===== config.mk =====
export PLATFORM = sky130hd
export DESIGN_NAME = seg7_scan
export DESIGN_NICKNAME = d
export VERILOG_FILES = /design/src/rtl/seg7_scan.sv
export SDC_FILE = /design/constraint.sdc
export NUM_CORES = 1
export LEC_CHECK = 0
export CORE_MARGIN = 4
export CORE_UTILIZATION = 60
export DETAILED_ROUTE_END_ITERATION = 12
export GPL_ROUTABILITY_DRIVEN = 0
export PLACE_DENSITY = 0.86
export SYNTH_ARGS = -nofsm -noshare
export SYNTH_HDL_FRONTEND = slang
export SYNTH_SLANG_ARGS = --single-unit

===== constraint.sdc =====
create_clock -name clk -period 4.6 [get_ports clk]
set_input_delay 1.38 -clock clk [delete_from_list [all_inputs] [get_ports clk]]
set_output_delay 1.38 -clock clk [all_outputs]
set_load 0.1 [all_outputs]

===== src/rtl/seg7_scan.sv =====
// Four-digit common-anode seven-segment scanner. Latches BCD digits on load and
// multiplexes them with a one-cycle dark gap between digit slots.
module seg7_scan #(
  parameter int REFRESH_DIV = 50000
) (
  input  logic       clk,
  input  logic       reset,
  input  logic       load,
  input  logic [3:0] bcd3,
  input  logic [3:0] bcd2,
  input  logic [3:0] bcd1,
  input  logic [3:0] bcd0,
  input  logic       blank_lz,
  input  logic [3:0] dp_en,
  output logic [3:0] an,
  output logic [6:0] seg,
  output logic       dp,
  output logic       frame_tick
);

  localparam int PW = (REFRESH_DIV > 2) ? $clog2(REFRESH_DIV) : 1;
  localparam logic [PW-1:0] PCNT_MAX = PW'(REFRESH_DIV - 1);

  typedef enum logic {DARK, SHOW} phase_t;

  logic [PW-1:0]   pcnt_reg;
  logic [1:0]      idx_reg;
  logic [3:0][3:0] digit_reg;
  logic [3:0]      an_reg;
  logic [6:0]      seg_reg;
  logic            dp_reg;
  logic            frame_tick_reg;

  logic [3:0][3:0] bcd_in;
  logic [3:0][6:0] glyph;
  logic [3:1]      lead_zero;
  logic [3:0]      blank_vec;
  phase_t          phase;
  logic            slot_end;
  logic [3:0]      an_next;
  logic [6:0]      seg_next;
  logic            dp_next;

  function automatic logic [6:0] decode(input logic [3:0] v);
    case (v)
      4'd0:    return 7'b1000000;
      4'd1:    return 7'b1111001;
      4'd2:    return 7'b0100100;
      4'd3:    return 7'b0110000;
      4'd4:    return 7'b0011001;
      4'd5:    return 7'b0010010;
      4'd6:    return 7'b0000010;
      4'd7:    return 7'b1111000;
      4'd8:    return 7'b0000000;
      4'd9:    return 7'b0010000;
      default: return 7'b0111111;
    endcase
  endfunction

  assign bcd_in       = {bcd3, bcd2, bcd1, bcd0};
  assign lead_zero[3] = (digit_reg[3] == 4'd0);

  // A digit is a leading zero only if it and every digit above it are zero.
  for (genvar gi = 0; gi < 4; gi++) begin : g_digit
    assign glyph[gi] = decode(digit_reg[gi]);
    if (gi == 0) begin : g_units
      assign blank_vec[gi] = 1'b0;
    end else begin : g_upper
      if (gi < 3) begin : g_chain
        assign lead_zero[gi] = (digit_reg[gi] == 4'd0) && lead_zero[gi+1];
      end
      assign blank_vec[gi] = blank_lz & lead_zero[gi];
    end
  end

  assign phase    = (pcnt_reg == '0) ? DARK : SHOW;
  assign slot_end = (pcnt_reg == PCNT_MAX);

  always_comb begin
    an_next  = 4'b1111;
    seg_next = 7'b1111111;
    dp_next  = 1'b1;
    if (phase == SHOW) begin
      dp_next = ~dp_en[idx_reg];
      if (!blank_vec[idx_reg]) begin
        an_next  = ~(4'b0001 << idx_reg);
        seg_next = glyph[idx_reg];
      end
    end
  end

  always_ff @(posedge clk or negedge reset) begin
    if (!reset) begin
      pcnt_reg       <= '0;
      idx_reg        <= 2'd0;
      digit_reg      <= '0;
      an_reg         <= 4'b1111;
      seg_reg        <= 7'b1111111;
      dp_reg         <= 1'b1;
      frame_tick_reg <= 1'b0;
    end else begin
      if (load) begin
        digit_reg <= bcd_in;
      end
      if (slot_end) begin
        pcnt_reg <= '0;
        idx_reg  <= idx_reg + 2'd1;
      end else begin
        pcnt_reg <= pcnt_reg + PW'(1);
      end
      frame_tick_reg <= slot_end && (idx_reg == 2'd3);
      an_reg         <= an_next;
      seg_reg        <= seg_next;
      dp_reg         <= dp_next;
    end
  end

  assign an         = an_reg;
  assign seg        = seg_reg;
  assign dp         = dp_reg;
  assign frame_tick = frame_tick_reg;

endmodule

# --- After elaboration in Yosys (flattened, before gate mapping) ---
# Memory sizes are Yosys's and may differ from the RTL's.
# Cells that the tools add are included.
classes:
  n_lt_le_gt_ge: 1
  n_shift: 1
  n_mux: 12
  bitwise: 5
  n_eq_ne: 2
  reduce_logical: 7
  n_addsub: 2
op_table:
  columns: ["operator", "n"]
  rows:
  - ["$mux 7", 3]
  - ["$add 16x1->16 const B", 1]
  - ["$eq 16x16->1 const B", 1]
  - ["$logic_not 16->1", 1]
  - ["$mux 16", 1]
  - ["$bmux 7 s2", 1]
  - ["$logic_not 4->1", 3]
  - ["$mux 4", 2]
  - ["$bmux 1 s2", 2]
  - ["$not 4->4", 1]
  - ["$shl 1x2->4 const A", 1]
  - ["$and 1x1->1", 3]
  - ["$logic_and 1x1->1", 3]
  - ["$lt 2x3->1 const B", 1]
  - ["$mux 1", 3]
  - ["$add 2x1->2 const B", 1]
  - ["$eq 2x2->1 const B", 1]
  - ["$not 1->1", 1]
totals:
  wordCells: 44
  memories: 4
  ff_bits: 47
  rom_bits: 448
memory_table:
  columns: ["name", "depth", "word_bits", "rd", "rd_clocked_by_memory_dff", "write_ports", "line", "source"]
  rows:
  - ["(no name shown)", 16, 7, 1, 0, 0, "45", "case (v)"]
  - ["(no name shown)", 16, 7, 1, 0, 0, "45", null]
  - ["(no name shown)", 16, 7, 1, 0, 0, "45", null]
  - ["(no name shown)", 16, 7, 1, 0, 0, "45", null]

# --- Longest topological paths before layout ---
depth:
  word_depth: 8
  mapped_depth: 7
  ltp_nobuf: 6

# --- Least setup slack after synthesis ---
# No wires, ideal clock.
synth_timing:
  kind: "reg2out"
  start: "register frame_tick_reg, in the netlist frame_tick"
  end: "output frame_tick"
  path_stages_with_launch: 1
  path_slack_ps: 2337
  arrival_ps: 883
  cell_sequence: "dfrtp_1"
synth_lines:
  columns: ["item", "line", "source"]
  rows:
  - ["start: declaration", "32", "logic frame_tick_reg;"]
  - ["start signal: assignment", "111", "frame_tick_reg <= slot_end && (idx_reg == 2'd3);"]
  - ["end: declaration", "18", "output logic frame_tick"]
# No word-level cell between the ends.

# --- Worst setup path after layout ---
layout_timing:
  start: "register seg_reg[2], in the netlist seg[2]"
  end: "output seg[2]"
layout_lines:
  columns: ["item", "line", "source"]
  rows:
  - ["start: declaration", "30", "logic [6:0] seg_reg;"]
  - ["start signal: assignment", "113", "seg_reg <= seg_next;"]
  - ["end: declaration", "16", "output logic [6:0] seg,"]
# No word-level cell between the ends.

==> results.py <==
metrics = {
    "outcome": {
        "status": "completed",
    },
    "run": {
        "maxCapViolations": 0,
    },
    "layout": {
        "syn_to_final_growth_pct": 16.9,
        "stdcell_area_sq_um": 3320,
        "layout-drive-gt1-share_pct": 9.94,
        "nets": 371,
        "utilization_pct": 74.1,
        "diodes": 0,
        "fillers": 344,
    },
    "synthesis": {
        "synth-edff-count": 0,
        "synth_area_leader_cell": "dfrtp_1",
        "synth_async_sr_flop_share_pct": 100,
        "synth-seq-area-share_pct": 42.0,
        "synthDominantCellAreaShare_pct": 30.9,
        "avgSynthCellArea_sq_um": 9.72,
        "ys.flop_type": "dfrtp_1",
        "ys_ff_latch": 47,
        "synth_area_leaders": "dfrtp_1, ha_1, dfstp_2",
        "postSynthNetCount": 342,
        "netlist_area_sq_um": 2840,
        "yosys_warnings": 0,
        "synthDistinctLibCells": 50,
        "syn_inst": 292,
    },
    "route": {
        "antenna_left": 0,
        "wire_per_inst_microns": 15.5,
        "drc": 0,
        "vias": 2276,
        "viasPerCell": 6.09,
        "wirelength_mm": 5.81,
        "first_pass_iters": 6,
        "drtIter0Drc": 106,
    },
    "pwr": {
        "p_clk_share_pct": 30.6,
        "intPower_uw": 681,
        "p_leak_nw": 1.45,
        "swShare_pct": 31.7,
        "seqPwrFrac_pct": 47.1,
        "p_total_uw": 997,
        "ir_drop_uv": 181,
        "netSwitchingPower_uw": 316,
        "power-per-cell-area_nw_per_um2": 301,
        "p_comb_share_pct": 22.2,
    },
    "worst_hold_path": {
        "hold_path_class": "flip-flop to flip-flop",
        "min_delay_path_depth": 1,
        "min_from": "pcnt_reg[0]$_DFF_PN0_",
        "hold_path_end": "pcnt_reg[0]$_DFF_PN0_",
    },
    "global_route": {
        "grt_use_total_pct": 20.2,
        "overflow": 0,
        "antenna_found_initial": 0,
        "first_global_vias": 2160,
        "grt_max_degree": 48,
        "grt_first_pass_wirelength_mm": 9.71,
    },
    "clock_tree": {
        "cts_buffers": 5,
        "cts_sinks": 47,
        "clk_pin_slew_ns": 0.09,
        "clock_path_buffers": 2,
        "ctsResizeCount": 0,
        "cts_tree": "done",
        "hold_buffers": 0,
        "clk_latency_ns": 0.30,
        "root_buffer": "clkbuf_8",
        "h-tree-depth": 2,
        "cts_setup_buffers": 0,
    },
    "sta": {
        "rsz0062_at_grt": "false",
        "relSlewSlack_pct": 32.8,
        "worst_pin_slew_ns": 1.00,
        "fin_crit_sh_pct": 73.1,
        "min_period_ns": 3.36,
        "whs_ns": 0.495,
        "hold_viol_final": 0,
        "slew_viol_final": 0,
        "max_freq_mhz": 297,
        "finalClockSkew_ns": 0.00303,
        "setup_violations": 0,
        "finalSetupTns_ns": 0,
    },
    "critical_path": {
        "worstRegToRegCells": 4,
        "r2r-start": "idx_reg[0]$_DFFE_PN0N_",
        "cp_slowest_cell": "clkdlybuf4s50_1",
        "cp.arrival_ns": 1.98,
        "path_class": "flip-flop to output port",
        "cp.required_ns": 3.22,
        "rr_endpoint": "seg[1]$_DFF_PN1_",
        "worstSetupStartpointType": "flip-flop",
        "cp_max_fo": 1,
        "path_buf_inv": 1,
        "path_cells": "clkdlybuf4s50_1",
        "path_delay_family": "buffers and inverters",
        "cpPeakStageDelay_ns": 1.15,
        "cp-end-kind": "output port",
        "reg2reg_slack_ns": 2.50,
    },
    "floorplan": {
        "dieArea_sq_um": 5890,
        "die_y_microns": 76.8,
        "coreArea_sq_um": 4470,
        "start_util_pct": 63.4,
        "die_x_microns": 76.8,
        "io-pin-count": 37,
        "std_cell_rows": 24,
    },
    "placement": {
        "portBuffers": 36,
        "place_area_sq_um": 3200,
        "hpwl_mm": 4.39,
    },
}
-- per-stage QoR --
| stage | cells | setup slack, ns |
|---|---|---|
| 3_5_place_dp | 366 | 1.57 |
| 5_1_grt | 374 | 1.22 |
| 6_report | 374 | 1.24 |
| 4_1_cts | 374 | 1.23 |
| 2_1_floorplan | 292 | 2.34 |
| 3_3_place_gp | 366 | 1.60 |
-- cell usage after synthesis (all sizes together) (2+ instances only) --
master,n
dfrtp,35
o21ai,31
nand2,27
ha,26
inv,18
nor2,15
clkbuf,13
dfstp,12
nand3,11
xor2,8
nand2b,7
o211ai,7
a21oi,5
a221oi,5
and3,5
mux2i,5
nor3,5
xnor2,5
and2,4
mux2,4
nand4,4
nor4,4
a2111oi,3
a311oi,3
nor2b,3
nor4b,3
a32oi,2
and2b,2
nand3b,2
nor3b,2
-- per-layer routing --
| layer | track usage (%) | vias to the layer above | wire length, microns |
|---|---|---|---|
| li1 | - | 1096 | - |
| met5 | 0 | - | 0 |
| met2 | 36.5 | 70 | 2930 |
| met1 | 23.6 | 1097 | 2480 |
| met4 | 6.34 | 0 | 121 |
| met3 | 4.80 | 13 | 287 |
-- layout by cell type (no fill, tap or decap), types with 7 or more instances in the layout --
cell type,synthesis,routed
dfrtp_1,35,35
clkdlybuf4s50_1,0,35
o21ai_0,31,31
nand2_1,26,26
ha_1,26,26
inv_1,18,18
nor2_1,15,15
dfstp_2,12,12
nand3_1,11,11
xor2_1,8,8
nand2b_1,7,7
o211ai_1,7,7
-- logic make-up (layout without fill, tap and decap cells) --
family	count (synthesis)	after routing	share of synthesized area, %
fa+ha+maj	26	26	11.5
simple gates	97	97	18.6
flops	47	47	42.0
buf+inv	33	63	4.41
xor+xnor	13	13	4.01
mux	10	10	4.28
compound gates	66	66	15.3
-- cell type report --
class	count	area [sq um]	area share, %
Multi-Input combinational cell	212	1520	45.9
Sequential cell	47	1190	35.9
Timing Repair Buffer	36	355	10.7
Inverter	19	71.3	2.15
Clock buffer	5	68.8	2.07
Tap cell	52	65.1	1.96
Clock inverter	3	43.8	1.32
-- power by group through the flow --
| stage | clock network (mW) | registers [mW] | logic [mW] |
|---|---|---|---|
| 4_1_cts | 0.310 | 0.470 | 0.222 |
| 2_1_floorplan | 0 | 0.541 | 0.0888 |
| 5_1_grt | 0.326 | 0.475 | 0.239 |
| 3_5_place_dp | 0 | 0.478 | 0.221 |
| 3_3_place_gp | 0 | 0.476 | 0.217 |
| 6_report | 0.305 | 0.470 | 0.222 |
-- worst max-delay path by stage --
stage                          from         end  slack (ns)  depth (start not counted)
2_1_floorplan  frame_tick$_DFF_PN0_  frame_tick        2.34                          0
3_3_place_gp           dp$_DFF_PN1_          dp        1.60                          1
3_5_place_dp       seg[2]$_DFF_PN1_      seg[2]        1.57                          1
4_1_cts            seg[2]$_DFF_PN1_      seg[2]        1.23                          1
5_1_grt            seg[2]$_DFF_PN1_      seg[2]        1.22                          1
6_report           seg[2]$_DFF_PN1_      seg[2]        1.24                          1
Power figures use the tool's default switching activity.
